<file path="src/rtl/dac_spi_pkg.sv">
// rtl/dac_spi_pkg.sv - frame constants, FSM states and Q8.8-to-DAC code conversion for the SPI DAC transmitter
package dac_spi_pkg;

  localparam int unsigned FRAME_W = 16;
  localparam int unsigned CODE_W  = 12;

  typedef enum logic [1:0] {
    PD_NORMAL   = 2'b00,
    PD_1K_GND   = 2'b01,
    PD_100K_GND = 2'b10,
    PD_HIGH_Z   = 2'b11
  } pd_e;

  typedef enum logic [1:0] {
    ST_IDLE,
    ST_LOAD,
    ST_SHIFT,
    ST_GAP
  } state_e;

  // Signed Q8.8 to offset binary: keep the top 12 bits, flip the sign bit.
  function automatic logic [CODE_W-1:0] q88_to_dac_code(input logic [15:0] q88);
    return q88[15:4] ^ 12'h800;
  endfunction

  function automatic logic [FRAME_W-1:0] dac_frame(input logic [15:0] q88);
    return {2'b00, PD_NORMAL, q88_to_dac_code(q88)};
  endfunction

endpackage

</file>
<file path="src/rtl/dac_spi_clkgen.sv">
// rtl/dac_spi_clkgen.sv - sclk half-period divider producing rise/fall strobes for the SPI DAC transmitter
module dac_spi_clkgen #(
  parameter int unsigned CLK_DIV = 4
) (
  input  logic clk,
  input  logic rst,
  input  logic clr,
  input  logic en,
  output logic rise_tick,
  output logic fall_tick
);

  localparam int unsigned CNT_W = (CLK_DIV > 2) ? $clog2(CLK_DIV) : 1;
  localparam logic [CNT_W-1:0] CNT_LAST = CNT_W'(CLK_DIV - 1);

  logic [CNT_W-1:0] cnt_q, cnt_d;
  logic             high_q, high_d;
  logic             tick;

  // high_q mirrors the sclk level so each tick is known to be a fall or a rise.
  always_comb begin
    tick   = en && (cnt_q == CNT_LAST);
    cnt_d  = cnt_q;
    high_d = high_q;
    if (clr) begin
      cnt_d  = '0;
      high_d = 1'b1;
    end else if (en) begin
      if (tick) begin
        cnt_d  = '0;
        high_d = ~high_q;
      end else begin
        cnt_d = cnt_q + 1'b1;
      end
    end
  end

  always_ff @(posedge clk) begin
    if (rst) begin
      cnt_q  <= '0;
      high_q <= 1'b1;
    end else begin
      cnt_q  <= cnt_d;
      high_q <= high_d;
    end
  end

  assign fall_tick = tick & high_q;
  assign rise_tick = tick & ~high_q;

endmodule

</file>
<file path="src/rtl/dac_spi_tx.sv">
// rtl/dac_spi_tx.sv - SPI master sending Q8.8 control words to a 12-bit DAC with a 1-deep pending word
// Optional idle auto-refresh of the last frame: define DAC_TX_REFRESH_EN.
module dac_spi_tx
  import dac_spi_pkg::*;
#(
  parameter int unsigned CLK_DIV        = 4,
  parameter int unsigned GAP_CYCLES     = 8,
  parameter int unsigned REFRESH_CYCLES = 1000
) (
  input  logic        Clk,
  input  logic        Rest,
  input  logic [15:0] data_in,
  input  logic        data_valid,
  output logic        sync_n,
  output logic        sclk,
  output logic        dout,
  output logic        busy,
  output logic        done,
  output logic        overrun
);

  localparam int unsigned GAP_W = (GAP_CYCLES > 2) ? $clog2(GAP_CYCLES) : 1;
  localparam logic [GAP_W-1:0] GAP_LAST = GAP_W'(GAP_CYCLES - 1);

  // Out-of-range parameter sets elaborate this named marker scope.
  if (CLK_DIV < 2 || GAP_CYCLES < 1 || REFRESH_CYCLES < 1) begin : g_illegal_params
  end

  state_e               state_q, state_d;
  logic [FRAME_W-1:0]   shreg_q, shreg_d;
  logic [3:0]           bit_cnt_q, bit_cnt_d;
  logic [GAP_W-1:0]     gap_cnt_q, gap_cnt_d;
  logic                 pend_valid_q, pend_valid_d;
  logic [FRAME_W-1:0]   pend_frame_q, pend_frame_d;
  logic                 sync_n_q, sync_n_d;
  logic                 sclk_q, sclk_d;
  logic                 dout_q, dout_d;
  logic                 busy_q, busy_d;
  logic                 done_q, done_d;
  logic                 overrun_q, overrun_d;

  logic                 rise_tick, fall_tick;
  logic                 shifting;
  logic                 refresh_due;
  logic [FRAME_W-1:0]   refresh_frame;

  assign shifting = (state_q == ST_LOAD) || (state_q == ST_SHIFT);

  dac_spi_clkgen #(
    .CLK_DIV (CLK_DIV)
  ) u_clkgen (
    .clk       (Clk),
    .rst       (Rest),
    .clr       (~shifting),
    .en        (shifting),
    .rise_tick (rise_tick),
    .fall_tick (fall_tick)
  );

`ifdef DAC_TX_REFRESH_EN
  localparam int unsigned IDLE_W = $clog2(REFRESH_CYCLES + 1);
  localparam logic [IDLE_W-1:0] IDLE_LAST = IDLE_W'(REFRESH_CYCLES - 1);

  logic [IDLE_W-1:0]  idle_cnt_q, idle_cnt_d;
  logic [FRAME_W-1:0] last_frame_q, last_frame_d;

  always_comb begin
    idle_cnt_d   = '0;
    last_frame_d = last_frame_q;
    if (state_q == ST_IDLE) begin
      idle_cnt_d = (idle_cnt_q == IDLE_LAST) ? idle_cnt_q : idle_cnt_q + 1'b1;
    end
    if (state_d == ST_LOAD) begin
      last_frame_d = pend_frame_q;
    end
  end

  always_ff @(posedge Clk) begin
    if (Rest) begin
      idle_cnt_q   <= '0;
      last_frame_q <= 16'h0800;
    end else begin
      idle_cnt_q   <= idle_cnt_d;
      last_frame_q <= last_frame_d;
    end
  end

  assign refresh_due   = (state_q == ST_IDLE) && (idle_cnt_q == IDLE_LAST) && !pend_valid_q;
  assign refresh_frame = last_frame_q;
`else
  assign refresh_due   = 1'b0;
  assign refresh_frame = '0;
`endif

  always_comb begin
    state_d   = state_q;
    shreg_d   = shreg_q;
    bit_cnt_d = bit_cnt_q;
    gap_cnt_d = '0;

    case (state_q)
      ST_IDLE: begin
        if (pend_valid_q) state_d = ST_LOAD;
      end
      ST_LOAD: begin
        state_d = ST_SHIFT;
      end
      ST_SHIFT: begin
        // The 16th rising edge closes the frame; earlier rises present the next bit.
        if (rise_tick) begin
          if (bit_cnt_q == 4'd15) begin
            state_d = ST_GAP;
          end else begin
            shreg_d   = {shreg_q[FRAME_W-2:0], 1'b0};
            bit_cnt_d = bit_cnt_q + 4'd1;
          end
        end
      end
      ST_GAP: begin
        gap_cnt_d = gap_cnt_q + 1'b1;
        if (gap_cnt_q == GAP_LAST) state_d = pend_valid_q ? ST_LOAD : ST_IDLE;
      end
      default: state_d = ST_IDLE;
    endcase

    if (state_d == ST_LOAD) begin
      shreg_d   = pend_frame_q;
      bit_cnt_d = 4'd0;
    end
  end

  // Pending is consumed on the edge into LOAD, so a word arriving on that same
  // edge or during LOAD lands in an empty slot.
  always_comb begin
    pend_valid_d = pend_valid_q;
    pend_frame_d = pend_frame_q;
    overrun_d    = 1'b0;
    if (state_d == ST_LOAD) pend_valid_d = 1'b0;
    if (data_valid) begin
      pend_valid_d = 1'b1;
      pend_frame_d = dac_frame(data_in);
      overrun_d    = pend_valid_q && (state_d != ST_LOAD);
    end else if (refresh_due) begin
      pend_valid_d = 1'b1;
      pend_frame_d = refresh_frame;
    end
  end

  always_comb begin
    sync_n_d = !((state_d == ST_LOAD) || (state_d == ST_SHIFT));
    busy_d   = (state_d != ST_IDLE);
    done_d   = (state_q == ST_SHIFT) && (state_d == ST_GAP);
    sclk_d   = 1'b1;
    dout_d   = 1'b0;
    if (state_d == ST_LOAD) begin
      dout_d = pend_frame_q[FRAME_W-1];
    end else if (state_d == ST_SHIFT) begin
      dout_d = shreg_d[FRAME_W-1];
      if (fall_tick)      sclk_d = 1'b0;
      else if (rise_tick) sclk_d = 1'b1;
      else                sclk_d = sclk_q;
    end
  end

  always_ff @(posedge Clk) begin
    if (Rest) begin
      state_q      <= ST_IDLE;
      shreg_q      <= '0;
      bit_cnt_q    <= '0;
      gap_cnt_q    <= '0;
      pend_valid_q <= 1'b0;
      pend_frame_q <= '0;
      sync_n_q     <= 1'b1;
      sclk_q       <= 1'b1;
      dout_q       <= 1'b0;
      busy_q       <= 1'b0;
      done_q       <= 1'b0;
      overrun_q    <= 1'b0;
    end else begin
      state_q      <= state_d;
      shreg_q      <= shreg_d;
      bit_cnt_q    <= bit_cnt_d;
      gap_cnt_q    <= gap_cnt_d;
      pend_valid_q <= pend_valid_d;
      pend_frame_q <= pend_frame_d;
      sync_n_q     <= sync_n_d;
      sclk_q       <= sclk_d;
      dout_q       <= dout_d;
      busy_q       <= busy_d;
      done_q       <= done_d;
      overrun_q    <= overrun_d;
    end
  end

  assign sync_n  = sync_n_q;
  assign sclk    = sclk_q;
  assign dout    = dout_q;
  assign busy    = busy_q;
  assign done    = done_q;
  assign overrun = overrun_q;

endmodule

</file>
<file path="config.mk">
export PLATFORM = sky130hd
export DESIGN_NAME = dac_spi_tx
export DESIGN_NICKNAME = d
export VERILOG_FILES = /design/src/rtl/dac_spi_pkg.sv /design/src/rtl/dac_spi_clkgen.sv /design/src/rtl/dac_spi_tx.sv
export SDC_FILE = /design/constraint.sdc
export NUM_CORES = 1
export LEC_CHECK = 0
export CAP_MARGIN = 20
export CORE_MARGIN = 2
export CORE_UTILIZATION = 55
export CTS_BUF_LIST = sky130_fd_sc_hd__clkbuf_8
export CTS_CLUSTER_SIZE = 25
export DETAILED_ROUTE_END_ITERATION = 8
export GPL_TIMING_DRIVEN = 0
export HOLD_SLACK_MARGIN = 0.1
export MAX_ROUTING_LAYER = met4
export PLACE_DENSITY_LB_ADDON = 0.15
export SLEW_MARGIN = 25
export SYNTH_ARGS = -nofsm -noshare
export SYNTH_HDL_FRONTEND = slang
export SYNTH_SLANG_ARGS = --single-unit
</file>
<file path="constraint.sdc">
create_clock -name Clk -period 3 [get_ports Clk]
set_input_delay 0.9 -clock Clk [delete_from_list [all_inputs] [get_ports Clk]]
set_output_delay 0.9 -clock Clk [all_outputs]
set_load 0.05 [all_outputs]
</file>
==> report_table.html <==
<table>
<tr><th>Metric</th><th>Value</th></tr>
<tr><th colspan="2">Floorplanning</th></tr>
<tr><td>Die height</td><td>64.13 um</td></tr>
<tr><td>Die outline width</td><td>64.13 um</td></tr>
<tr><td>CORE AREA</td><td>3416 um2</td></tr>
<tr><td>Die ar.</td><td>4112 um2</td></tr>
<tr><td>Number of primary I/O pins</td><td>25</td></tr>
<tr><td>Starting density of the core</td><td>58.21%</td></tr>
<tr><td>Number of rows created at floorplan</td><td>21</td></tr>
<tr><th colspan="2">Pwr</th></tr>
<tr><td>Leak</td><td>0.9271 nW</td></tr>
<tr><td>Pwr Total</td><td>1.850 mW</td></tr>
<tr><td>Max rail drop VDD</td><td>381.7 uV</td></tr>
<tr><td>Areal power density over the cells</td><td>786.6 nW/um2</td></tr>
<tr><th colspan="2">Yosys</th></tr>
<tr><td>EDFF count, synth</td><td>0</td></tr>
<tr><td>Top cell types by occurrence after synthesis</td><td>sky130_fd_sc_hd__dfxtp_1 (47), sky130_fd_sc_hd__nor2_1 (20), sky130_fd_sc_hd__nand3_1 (17)</td></tr>
<tr><td>Share of flip-flops with an asynchronous set or reset after synthesis</td><td>0%</td></tr>
<tr><td>Cell with the most instances after synthesis</td><td>sky130_fd_sc_hd__dfxtp_1</td></tr>
<tr><td>Cell count after synthesis</td><td>214</td></tr>
<tr><td>Count of cell types in the netlist</td><td>38</td></tr>
<tr><td>Prevailing post-synth register cell</td><td>sky130_fd_sc_hd__dfxtp_1</td></tr>
<tr><td>Sequential-to-total area share from yosys stat</td><td>47.33%</td></tr>
<tr><td>Top post-synthesis cells by area</td><td>sky130_fd_sc_hd__dfxtp_1 (47%), sky130_fd_sc_hd__ha_1 (6.9%), sky130_fd_sc_hd__mux2i_1 (5.5%)</td></tr>
<tr><td>Largest area contributor in the synthesized netlist</td><td>sky130_fd_sc_hd__dfxtp_1</td></tr>
<tr><td>Average instance area after synthesis</td><td>9.290 um2</td></tr>
<tr><td>Top-area cell type share of the netlist area</td><td>47.33%</td></tr>
<tr><td>Synthesis Warnings</td><td>0</td></tr>
<tr><td>Mapped cell area</td><td>1988 um2</td></tr>
<tr><td>Number of nets produced by synthesis</td><td>244</td></tr>
<tr><td>Synth Register Bits</td><td>47</td></tr>
<tr><th colspan="2">Worst setup path</th></tr>
<tr><td>Worst Path Arrival</td><td>2.83 ns</td></tr>
<tr><td>WS Path Type</td><td>flip-flop to flip-flop</td></tr>
<tr><td>CP max stage cell</td><td>sky130_fd_sc_hd__dfxtp_1</td></tr>
<tr><td>Cell Chain, Critical Path</td><td>inv_1 &gt; ha_1 &gt; and4b_1 &gt; buf_4 &gt; a21oi_1 &gt; a21oi_1 &gt; ha_1 &gt; inv_1 &gt; clkbuf_1 &gt; a31oi_1</td></tr>
<tr><td>Critical path's top delay family</td><td>buffers and inverters</td></tr>
<tr><td>Worst path buffer plus inverter count</td><td>4</td></tr>
<tr><td>Critical Path Sink Type</td><td>flip-flop</td></tr>
<tr><td>Element type at the critical path start</td><td>flip-flop</td></tr>
<tr><td>Worst stage delay on the critical path</td><td>0.38 ns</td></tr>
<tr><td>Max Fanout on Critical Path</td><td>10</td></tr>
<tr><td>Critical path data required time</td><td>3.16 ns</td></tr>
<tr><th colspan="2">STA</th></tr>
<tr><td>Final period util</td><td>88.80%</td></tr>
<tr><td>Setup repair after global routing missed its margin</td><td>false</td></tr>
<tr><td>Slew at the pin closest to its max-slew limit</td><td>0.5015 ns</td></tr>
<tr><td>Peak Freq</td><td>375.4 MHz</td></tr>
<tr><td>Final critical-path required period</td><td>2.664 ns</td></tr>
<tr><td>Accumulated negative setup slack</td><td>0 ns</td></tr>
<tr><td>Worst relative slew slack</td><td>66.57%</td></tr>
<tr><td>Clock Skews</td><td>0.009029 ns</td></tr>
<tr><td>Final setup violating endpoints</td><td>0</td></tr>
<tr><td>Max-slew violations</td><td>0</td></tr>
<tr><td>Final hold violations</td><td>0</td></tr>
<tr><th colspan="2">Global routing</th></tr>
<tr><td>Largest net degree at the start of global routing</td><td>17</td></tr>
<tr><td>Antenna violations before repair</td><td>0</td></tr>
<tr><td>Via count of the first global-routing pass</td><td>1602</td></tr>
<tr><td>Overall routing resource usage</td><td>23.19%</td></tr>
<tr><td>Aggregate global routing overflow</td><td>0</td></tr>
<tr><td>First-pass GRT wire length</td><td>7245 um</td></tr>
<tr><th colspan="2">Place</th></tr>
<tr><td>Final RePlAce weighted congestion</td><td>0.8035</td></tr>
<tr><td>Buffers on Ports</td><td>19</td></tr>
<tr><td># placed instances</td><td>279</td></tr>
<tr><td>Post-DP HPWL</td><td>3000 um</td></tr>
<tr><th colspan="2">Clocking</th></tr>
<tr><td>Post-CTS Setup Inserts</td><td>0</td></tr>
<tr><td>Post-CTS Hold Fix Bufs</td><td>0</td></tr>
<tr><td>Cell at the root of the clock tree</td><td>sky130_fd_sc_hd__clkbuf_8</td></tr>
<tr><td>Clock slew at reported path FFs</td><td>0.09 ns</td></tr>
<tr><td>Post-cts repair resize count</td><td>0</td></tr>
<tr><td>Later-pin clock latency in the skew report</td><td>0.30 ns</td></tr>
<tr><td>CTS H-tree depth</td><td>2</td></tr>
<tr><td>Number of sinks driven by the clock tree</td><td>47</td></tr>
<tr><td>Number of clock buffers inserted by TritonCTS</td><td>5</td></tr>
<tr><td>TritonCTS clock tree</td><td>built</td></tr>
<tr><td>Max Buffers Root-to-Sink</td><td>2</td></tr>
<tr><th colspan="2">Drt</th></tr>
<tr><td>Overall via count from detail_route</td><td>1625</td></tr>
<tr><td>Routed length per instance</td><td>15.17 um</td></tr>
<tr><td>Drt initial violations</td><td>89</td></tr>
<tr><td>Antenna viol nets, final</td><td>0</td></tr>
<tr><td>Routed wire length</td><td>4354 um</td></tr>
<tr><td>DRC</td><td>0</td></tr>
<tr><td>Detailed Routing Iterations Pass 1</td><td>4</td></tr>
<tr><td>DR vias/cell</td><td>5.662</td></tr>
<tr><th colspan="2">Cells and area</th></tr>
<tr><td>Share of the core filled with cells</td><td>68.86%</td></tr>
<tr><td>Layout overhead on the synthesized area</td><td>18.31%</td></tr>
<tr><td>Fill count</td><td>273</td></tr>
<tr><td>Total area of multi-input combinational cells</td><td>945.9 um2</td></tr>
<tr><td>ANT cells</td><td>0</td></tr>
<tr><td>Number of nets in the layout</td><td>270</td></tr>
<tr><td>Final std cells w/o fill</td><td>287</td></tr>
<tr><td>Fraction of layout instances using a drive strength above 1</td><td>7.884%</td></tr>
<tr><td>Area used by sequential logic in the layout</td><td>940.9 um2</td></tr>
<tr><th colspan="2">Hold path</th></tr>
<tr><td>Hold Path Class</td><td>flip-flop to flip-flop</td></tr>
<tr><th colspan="2">Status</th></tr>
<tr><td>Run status</td><td>finished, final reports clean</td></tr>
<tr><th colspan="2">Job</th></tr>
<tr><td>Max Cap Viol</td><td>0</td></tr>
</table>
-- where the power goes --
part           switching (mW)  leakage (nW)  internal, mW  total (mW)
registers              0.0513         0.385         0.719       0.770
clock network           0.221        0.0548         0.251       0.472
logic                   0.379         0.487         0.229       0.608
total                   0.652         0.927          1.20        1.85
-- cell type report --
type,count,share of cell area [%]
multi-input combinational,144,40.21
buffer,16,3.245
clock buffer,5,2.926
timing repair buffer,19,8.085
clock inverter,3,1.968
inverter,7,1.117
sequential,47,40.00
tap,46,2.447
-- per-stage QoR --
| step | setup WS (ns) | hold slack (ns) | cell area (um2) |
|---|---|---|---|
| floorplan | 0.6851 | 0.4049 | 1988 |
| global placement | 0.4018 | 0.4124 | 2236 |
| detailed placement | 0.2730 | 0.4287 | 2236 |
| CTS | 0.2568 | 0.4430 | 2351 |
| global route | 0.1177 | 0.4549 | 2352 |
| finish | 0.3360 | 0.4368 | 2352 |
-- routing by layer --
metal  global-route usage [%]  up-vias  routed length, um
met5                        -        -                  0
met3                    4.930        7                222
met1                    30.12      754               2085
met2                    34.90       54               1973
met4                    10.37        0                 72
li1                         -      810                  -
-- cell families after synthesis --
logic type	count (synthesis)	share of synthesized area, %
compound gates	61	18.88
simple gates	60	15.80
flops	47	47.33
buf+inv	23	5.098
mux	11	5.538
fa+ha+maj	11	6.922
xor+xnor	1	0.4406
-- registers in the layout (all words and copies together), names as in the netlist --
signal	flops
gap_cnt_q	3
busy	1
u_clkgen.cnt_q	2
bit_cnt_q	4
done	1
state_q	2
sync_n	1
sclk	1
pend_valid_q	1
dout	1
pend_frame_q	12
u_clkgen.high_q	1
shreg_q	16
overrun	1
-- path summary, 6_finish.rpt --
path,cells past startpoint,endpoint,slack (ns),startpoint
worst min register to register,1,u_clkgen.cnt_q[0]$_SDFF_PP0_,0.44,u_clkgen.cnt_q[0]$_SDFF_PP0_
worst max register to register,10,shreg_q[8]$_SDFFE_PP0P_,0.34,state_q[0]$_SDFF_PP0_
worst max-delay path,10,shreg_q[8]$_SDFFE_PP0P_,0.34,state_q[0]$_SDFF_PP0_
worst min-delay path,1,u_clkgen.cnt_q[0]$_SDFF_PP0_,0.44,u_clkgen.cnt_q[0]$_SDFF_PP0_
-- cell usage in the layout (no fill, tap or decap), types with 2 or more instances in the layout --
cell / count
sky130_fd_sc_hd__a211oi_1: 2
sky130_fd_sc_hd__a21o_1: 2
sky130_fd_sc_hd__a21oi_1: 13
sky130_fd_sc_hd__a31oi_1: 11
sky130_fd_sc_hd__and3_1: 2
sky130_fd_sc_hd__and3b_1: 2
sky130_fd_sc_hd__buf_2: 6
sky130_fd_sc_hd__buf_4: 2
sky130_fd_sc_hd__clkbuf_1: 6
sky130_fd_sc_hd__clkbuf_8: 5
sky130_fd_sc_hd__clkdlybuf4s50_1: 19
sky130_fd_sc_hd__dfxtp_1: 47
sky130_fd_sc_hd__ha_1: 11
sky130_fd_sc_hd__inv_1: 7
sky130_fd_sc_hd__mux2i_1: 11
sky130_fd_sc_hd__nand2_1: 5
sky130_fd_sc_hd__nand2b_1: 3
sky130_fd_sc_hd__nand3_1: 17
sky130_fd_sc_hd__nor2_1: 20
sky130_fd_sc_hd__o21ai_0: 13
sky130_fd_sc_hd__o21ai_1: 4
sky130_fd_sc_hd__o21bai_1: 11
Power figures use the tool's default switching activity.
